## config.mk

```make
export PLATFORM = sky130hd
export DESIGN_NAME = wb_dest_pipe
export DESIGN_NICKNAME = d
export VERILOG_FILES = /design/src/rtl/wb_dest_pipe.sv
export SDC_FILE = /design/constraint.sdc
export NUM_CORES = 1
export LEC_CHECK = 0
export CAP_MARGIN = 20
export CORE_MARGIN = 3
export CORE_UTILIZATION = 41
export DETAILED_ROUTE_END_ITERATION = 16
export GPL_TIMING_DRIVEN = 0
export PLACE_DENSITY = 0.75
export SETUP_SLACK_MARGIN = 0.3
export SLEW_MARGIN = 20
export SYNTH_ARGS = -nofsm -noshare
export SYNTH_HDL_FRONTEND = slang
export SYNTH_SLANG_ARGS = --single-unit
```

## constraint.sdc

```tcl
create_clock -name clk -period 3.2 [get_ports clk]
set_input_delay 0.64 -clock clk [delete_from_list [all_inputs] [get_ports clk]]
set_output_delay 0.64 -clock clk [all_outputs]
set_load 0.02 [all_outputs]
```

## src/rtl/wb_dest_pipe.sv

```systemverilog
// Write-back destination pipe for the multicycle MIPS datapath.
// Picks the destination register at decode time and carries {valid, addr}
// through DEPTH stages toward the register file. It also exports a busy
// scoreboard and source-hazard flags so control can stall readers.

// One pipeline slot: holds {v, a} and publishes a one-hot decode of its
// target when valid. An invalid slot always holds a=0.
module wb_dest_stage #(
    parameter int ADDR_W = 5,
    parameter int NREG   = 1 << ADDR_W
) (
    input  logic              clk,
    input  logic              reset,
    input  logic              flush,
    input  logic              en,
    input  logic              d_v,
    input  logic [ADDR_W-1:0] d_a,
    output logic              q_v,
    output logic [ADDR_W-1:0] q_a,
    output logic [NREG-1:0]   dec
);

    // Capture on enable. The address is forced to 0 whenever the entry is
    // not valid, so bubbles always present a=0.
    always_ff @(posedge clk) begin
        if (reset || flush) begin
            q_v <= 1'b0;
            q_a <= '0;
        end else if (en) begin
            q_v <= d_v;
            q_a <= d_v ? d_a : '0;
        end
    end

    // One-hot busy contribution of this slot. It is decoded from registered
    // state, so it does not glitch.
    always_comb begin
        dec      = '0;
        dec[q_a] = q_v;
    end

endmodule

module wb_dest_pipe #(
    parameter int               ADDR_W  = 5,
    parameter int               IMM_W   = 16,
    parameter int               RD_LSB  = 11,
    parameter int               DEPTH   = 3,
    parameter logic [ADDR_W-1:0] RA_ADDR = 31,
    parameter logic [ADDR_W-1:0] SP_ADDR = 29
) (
    input  logic                  clk,
    input  logic                  reset,
    input  logic [1:0]            selector,
    input  logic [ADDR_W-1:0]     rt_in,
    input  logic [IMM_W-1:0]      imm_in,
    input  logic                  wr_en_in,
    input  logic                  load,
    input  logic                  advance,
    input  logic                  flush,
    output logic                  ready,
    output logic [ADDR_W-1:0]     dest_out,
    output logic                  dest_valid,
    output logic [(1<<ADDR_W)-1:0] busy_mask,
    input  logic [ADDR_W-1:0]     src_a,
    input  logic [ADDR_W-1:0]     src_b,
    output logic                  hazard_a,
    output logic                  hazard_b
);

    localparam int NREG = 1 << ADDR_W;

    logic [ADDR_W-1:0]             sel_addr;
    logic                          new_v;
    logic [DEPTH-1:0]              vld_pipe;
    logic [DEPTH-1:0][ADDR_W-1:0]  adr_pipe;
    logic [DEPTH-1:0]              stg_en;
    logic [DEPTH-1:0]              stg_dv;
    logic [DEPTH-1:0][ADDR_W-1:0]  stg_da;
    logic [DEPTH-1:0][NREG-1:0]    stg_dec;
    logic                          unused_imm;

    // Only the rd field of imm_in is consumed. The remaining bits are
    // folded here so their non-use is deliberate.
    assign unused_imm = ^imm_in;

    // Destination select. Only sampled when stage 0 actually takes the load.
    always_comb begin
        sel_addr = rt_in;
        case (selector)
            2'b00:   sel_addr = rt_in;
            2'b01:   sel_addr = imm_in[RD_LSB +: ADDR_W];
            2'b10:   sel_addr = RA_ADDR;
            default: sel_addr = SP_ADDR;
        endcase
    end

    // $0 is hard-wired, so a write to it never becomes a live entry.
    assign new_v = wr_en_in && (sel_addr != '0);

    // Stage 0 is free when it is empty, or when it is emptying this edge.
    assign ready = !vld_pipe[0] || advance;

    // Stage inputs and enables. When stage 0 is advanced without a load, it
    // takes a bubble. A load into an occupied, non-advancing stage 0 is dropped.
    always_comb begin
        stg_en    = '0;
        stg_dv    = '0;
        stg_da    = '0;
        stg_en[0] = advance || (load && !vld_pipe[0]);
        stg_dv[0] = load && new_v;
        stg_da[0] = sel_addr;
        for (int i = 1; i < DEPTH; i++) begin
            stg_en[i] = advance;
            stg_dv[i] = vld_pipe[i-1];
            stg_da[i] = adr_pipe[i-1];
        end
    end

    genvar g;
    generate
        for (g = 0; g < DEPTH; g++) begin : g_stage
            wb_dest_stage #(
                .ADDR_W (ADDR_W),
                .NREG   (NREG)
            ) u_stage (
                .clk   (clk),
                .reset (reset),
                .flush (flush),
                .en    (stg_en[g]),
                .d_v   (stg_dv[g]),
                .d_a   (stg_da[g]),
                .q_v   (vld_pipe[g]),
                .q_a   (adr_pipe[g]),
                .dec   (stg_dec[g])
            );
        end
    endgenerate

    // The retiring slot goes to the register bank.
    assign dest_out   = adr_pipe[DEPTH-1];
    assign dest_valid = vld_pipe[DEPTH-1];

    // Scoreboard: OR of every slot's decode. Duplicate targets keep the bit
    // set until the last copy retires.
    always_comb begin
        busy_mask = '0;
        for (int i = 0; i < DEPTH; i++)
            busy_mask = busy_mask | stg_dec[i];
    end

    assign hazard_a = busy_mask[src_a];
    assign hazard_b = busy_mask[src_b];

endmodule
```

Yosys cells after proc, flatten, opt, wreduce, memory -nomap -nowiden
Cells that the tools add are included.

operators by class
  magnitude comparators = 8
  eq/ne operators = 2
  muxes and demuxes = 14
  bitwise operators = 5
  reduce and logical (&&, ||, !) cells = 12

operators by type and width
  operator                                                                       count
  32-bit bitwise AND                                                             3
  32-bit bitwise OR                                                              2
  5-bit by 6-bit less-than comparator with 1-bit output (second input constant)  5
  1-bit demux with 5-bit select                                                  3
  5-bit by 1-bit >= comparator with 1-bit output (second input constant)         3
  5-bit two-way mux                                                              3
  5-bit one-hot mux with 3 select lines                                          1
  1-bit binary-select mux with 5-bit select                                      2
  1-bit logical AND                                                              6
  1-bit two-way mux                                                              5
  5-bit nonzero test                                                             1
  1-bit logical OR                                                               3
  2-bit by 1-bit equality test with 1-bit output (second input constant)         1
  2-bit equality test (second input constant)                                    1
  2-bit logical NOT                                                              1
  1-bit logical NOT                                                              1

storage, ports and cells
  register bits = 18
  bits of input ports = 39
  output and inout bits = 41
  word-level logic and storage cells = 47

Longest topological paths before layout
  word-level depth = 9
  mapped depth = 9
  mapped depth without buffers = 7

Cells and area by module
A second synthesis with hierarchy kept.

second synthesis, totals
  cells, all modules = 363
  area total of the unflattened synthesis = 2,373.5 um^2

by module, submodules not included
  module                                  instances  cells each  area an instance (um^2)  sequential area each (um^2)
  wb_dest_pipe                            1          144         988.4                    0.0
  wb_dest_stage (g_stage[0].u_stage ...)  2          73          462.9                    120.1
  wb_dest_stage (g_stage[2].u_stage)      1          73          459.2                    120.1

Least setup slack after synthesis
Ideal clock, no wire load.

  path kind = register to output
  from = register g_stage[2].u_stage.q_v
  to = output hazard_a
  arrival time = 2.616 ns
  slack = -0.056 ns
  stages on the path, launching flop included = 9
  path through = dfxtp_1 and3b_1 buf_2 inv_1 o21ai_0 a221oi_1 a31oi_1 a211oi_1 nor4_1

on the way
  cells in the longest elaborated chain, start to end = 4

RTL lines
  what                                       line  RTL
  start: declaration                         18    output logic q_v,
  start signal: assignment                   30    q_v <= d_v;
  32-bit bitwise AND (no source line)        n/a
  32-bit bitwise OR                          149   busy_mask = busy_mask | stg_dec[i];
  net busy_mask[6]                           64    output logic [(1<<ADDR_W)-1:0] busy_mask,
  1-bit binary-select mux with 5-bit select  152   assign hazard_a = busy_mask[src_a];
  1-bit two-way mux (implied by the code)    152
  end: declaration                           67    output logic hazard_a,

The timed path passes the listed nets, and every way through them passes these cells. The select of a mux whose other input is x is not followed.

Worst setup path after layout
  from = register g_stage[0].u_stage.q_v
  to = output hazard_b

on the way
  cells in the longest elaborated chain, start to end = 5

RTL lines
  what                                       line  RTL
  start: declaration                         18
  start signal: assignment                   30
  32-bit bitwise AND (no source line)        n/a
  32-bit bitwise OR (2 in a row)             149
  1-bit binary-select mux with 5-bit select  153   assign hazard_b = busy_mask[src_b];
  1-bit two-way mux (implied by the code)    153
  end: declaration                           68    output logic hazard_b

No other way between the ends. The select of a mux whose other input is x is not followed.

==> impl_metrics.csv <==
group,metric,value,unit
run_status,status,"complete, no violations",
route,ant_nets,0,
place,portBuffers,66,
yosys,synth_area_per_cell,6.95,sq um
worst_setup_path,cp_max_fo,10,
route,drc_errors,0,
yosys,synth.most_common_cell,"nand2_1",
die,dieHeight,82.6,um
yosys,ys_top_cells_by_count,"nand2_1, a22oi_1, nor2_1",
place,place_congestion,0.919,
clocking,cts_hold_buf,0,
yosys,synth_cell_types,56,
worst_setup_path,rr_worst_depth,7,
timing,setup_viol,0,
route,firstDrtPassIters,5,
place,dp_hpwl,6470,um
yosys,synthesis.area,2400,sq um
worst_setup_path,r2r-end,"g_stage[0].u_stage.q_a[4]",
timing,finClkSkew,0.000949,ns
timing,rsz0062_at_grt,"true",
pwr,p_total,0.581,mW
route,wl_per_cell,17.9,um
worst_setup_path,reg2reg_from,"g_stage[0].u_stage.q_v",
yosys,ys_ff_latch,18,
timing,slew_violations,0,
timing,worst_pin_slew,0.497,ns
timing,layout_min_cycle_time,3.09,ns
yosys,syn_nets,385,
min_path,hold_start,"g_stage[1].u_stage.q_a[1]",
pwr,power.density,153,nW/um^2
timing,slew_headroom,66.5,%
final_layout,n_fill_cell,504,
yosys,synth_top_area_share,15.0,%
worst_setup_path,cp.required,2.56,ns
pwr,vdd_drop_max,0.218,mV
min_path,min_path_cells,2,
global_routing,grt_usage,26.8,%
clocking,clk_latency,0.25,ns
die,io_pins,80,
final_layout,num-nets-final,494,
clocking,cts.clk_slew.worst_paths,0.07,ns
route,drtIter0Drc,307,
die,rows,27,
global_routing,grt_pass1_vias,2940,
yosys,synth_ff_type,"dfxtp_1",
yosys,synth_top_area_cell,"dfxtp_1",
min_path,whs_endpoint,"g_stage[1].u_stage.q_a[1]",
global_routing,grt_max_degree,11,
run,drv_cap,0,
final_layout,drive_above_1_share,31.1,%
die,fp.dieW,82.6,um
timing,hold_ws,0.533,ns
clocking,cts.sink_count,18,
worst_setup_path,rrSetupSlack,1.84,ns
yosys,synth_cells,346,
global_routing,gr-total-overflow,0,
die,coreArea,5610,sq um
yosys,seq_area_frac_synth,15.0,%
clocking,htree_levels,1,
min_path,worstHoldPathType,"flip-flop to flip-flop",
die,die-area,6820,sq um
worst_setup_path,crit_arrival,2.45,ns
final_layout,diodes,0,
worst_setup_path,critPathKind,"flip-flop to output port",
route,drt-total-wl,9420,um
clocking,cts_root_buf,"clkbuf_8",
timing,max_clock_freq,0.324,GHz
timing,worst_slack,0.111,ns
global_routing,grt_pass1_wl,14400,um
pwr,p_leak,1.55,nW
die,start_util,42.9,%
yosys,ys.warnings.count,0,
yosys,ys_async_sr_fraction,0,%
timing,period_share,96.5,%
yosys,yosys-top-cells-area,"dfxtp_1, nand2_1, a22oi_1, and3b_1, a21oi_1",
route,vias,3216,
clocking,cts_buffers,3,
route,via_per_inst,6.11,
worst_setup_path,crit_path_end_kind,"output port",
final_layout,area_growth,58.4,%
timing,hold_viol_final,0,
worst_setup_path,cp-start-kind,"flip-flop",
yosys,synth-edff-count,0,
global_routing,grt_antenna_before_repair,0,
place,place_ws,-0.739,ns
clocking,cts_buffer_depth,2,
clocking,cts_tree,"done",
==> cell families after synthesis <==
| group | share of synthesized area, % |
|---|---|
| AND/OR/NAND/NOR | 40.6 |
| AO/OA/AOI/OAI | 30.1 |
| flip-flops | 15.0 |
| multiplexers | 4.47 |
| buffers and inverters | 9.83 |
==> sequential cells by signal, summed over array words and instances (netlist names) <==
signal and count:
g_stage.u_stage.q_a 15, g_stage.u_stage.q_v 3
==> worst max-delay path by stage <==
stage	slack [ns]	startpoint	endpoint
after floorplan	0.38	g_stage[1].u_stage.q_a[4]	hazard_b
after global placement	-0.73	src_b[2]	hazard_b
after detailed placement	-0.74	src_b[2]	hazard_b
after CTS	0.14	g_stage[1].u_stage.q_v	hazard_b
after global routing	0.03	g_stage[0].u_stage.q_v	hazard_b
final	0.11	g_stage[0].u_stage.q_v	hazard_b
==> through the flow <==
stage	setup TNS, ns	area, sq um	std cells	util [%]
after floorplan	0	2420	346	-
after global placement	-1.30	3170	484	56.5
after detailed placement	-1.35	3170	484	56.5
after CTS	0	3650	514	65.1
after global routing	0	3810	526	67.9
final	0	3810	526	67.9
==> routing by layer <==
metal | share of wire [%] | track usage [%] | vias to the layer above
met3 | 6.4 | 1.74 | 47
li1 | - | - | 1500
met4 | 4.3 | 11.6 | 0
met5 | 0 | 0 | -
met1 | 40 | 32.5 | 1489
met2 | 49 | 48.2 | 180
==> layout make-up <==
type	count	area [sq um]	area share [%]
sequential	18	390	10.2
multi-input combinational	282	2010	52.8
inverter	13	55.1	1.45
clock buffer	4	55.1	1.45
tap	72	90.1	2.37
timing repair buffer	104	948	24.9
buffer	33	258	6.77
==> critical path, stage by stage, from the launching register on <==
cell	delay, ns
dfxtp_2	0.33
buf_6	0.13
and3_2	0.17
buf_6	0.14
a22oi_2	0.16
nand2_1	0.12
mux4_2	0.49
nor4bb_2	0.29
or4_4	0.18
nor3_4	0.03
buf_6	0.14
==> cell usage in the layout (no fill, tap or decap), types with 5 or more instances in the layout <==
| cell | n |
|---|---|
| clkdlybuf4s50_1 | 59 |
| clkbuf_1 | 6 |
| nor2b_1 | 5 |
| dfxtp_4 | 6 |
| nand2_1 | 56 |
| and3b_1 | 10 |
| nand3_1 | 20 |
| o21ai_0 | 7 |
| and3_1 | 5 |
| nor3b_4 | 11 |
| nand2b_1 | 9 |
| a22oi_1 | 21 |
| nor2_1 | 26 |
| buf_6 | 11 |
| a21oi_1 | 22 |
| a22oi_2 | 9 |
| nor3_1 | 5 |
| clkbuf_8 | 5 |
| dfxtp_2 | 6 |
| and3b_2 | 5 |
| dfxtp_1 | 6 |
| inv_1 | 10 |
| nand2_2 | 6 |
| buf_4 | 50 |
==> report_power, final <==
group / internal [mW] / leakage, nW / switching [mW]
clock network: 0.109 / 0.0288 / 0.0745
logic: 0.0832 / 1.37 / 0.0905
registers: 0.222 / 0.153 / 0.00231
==> what timing repair did <==
item / in CTS / in global routing
hold endpoints to repair: 0 / 0
gates resized for setup: 89 / 21
endpoints found under the setup margin: 5 / 3
setup buffers: 26 / 12
pin swaps: 15 / 12
Power figures use the tool's default switching activity.
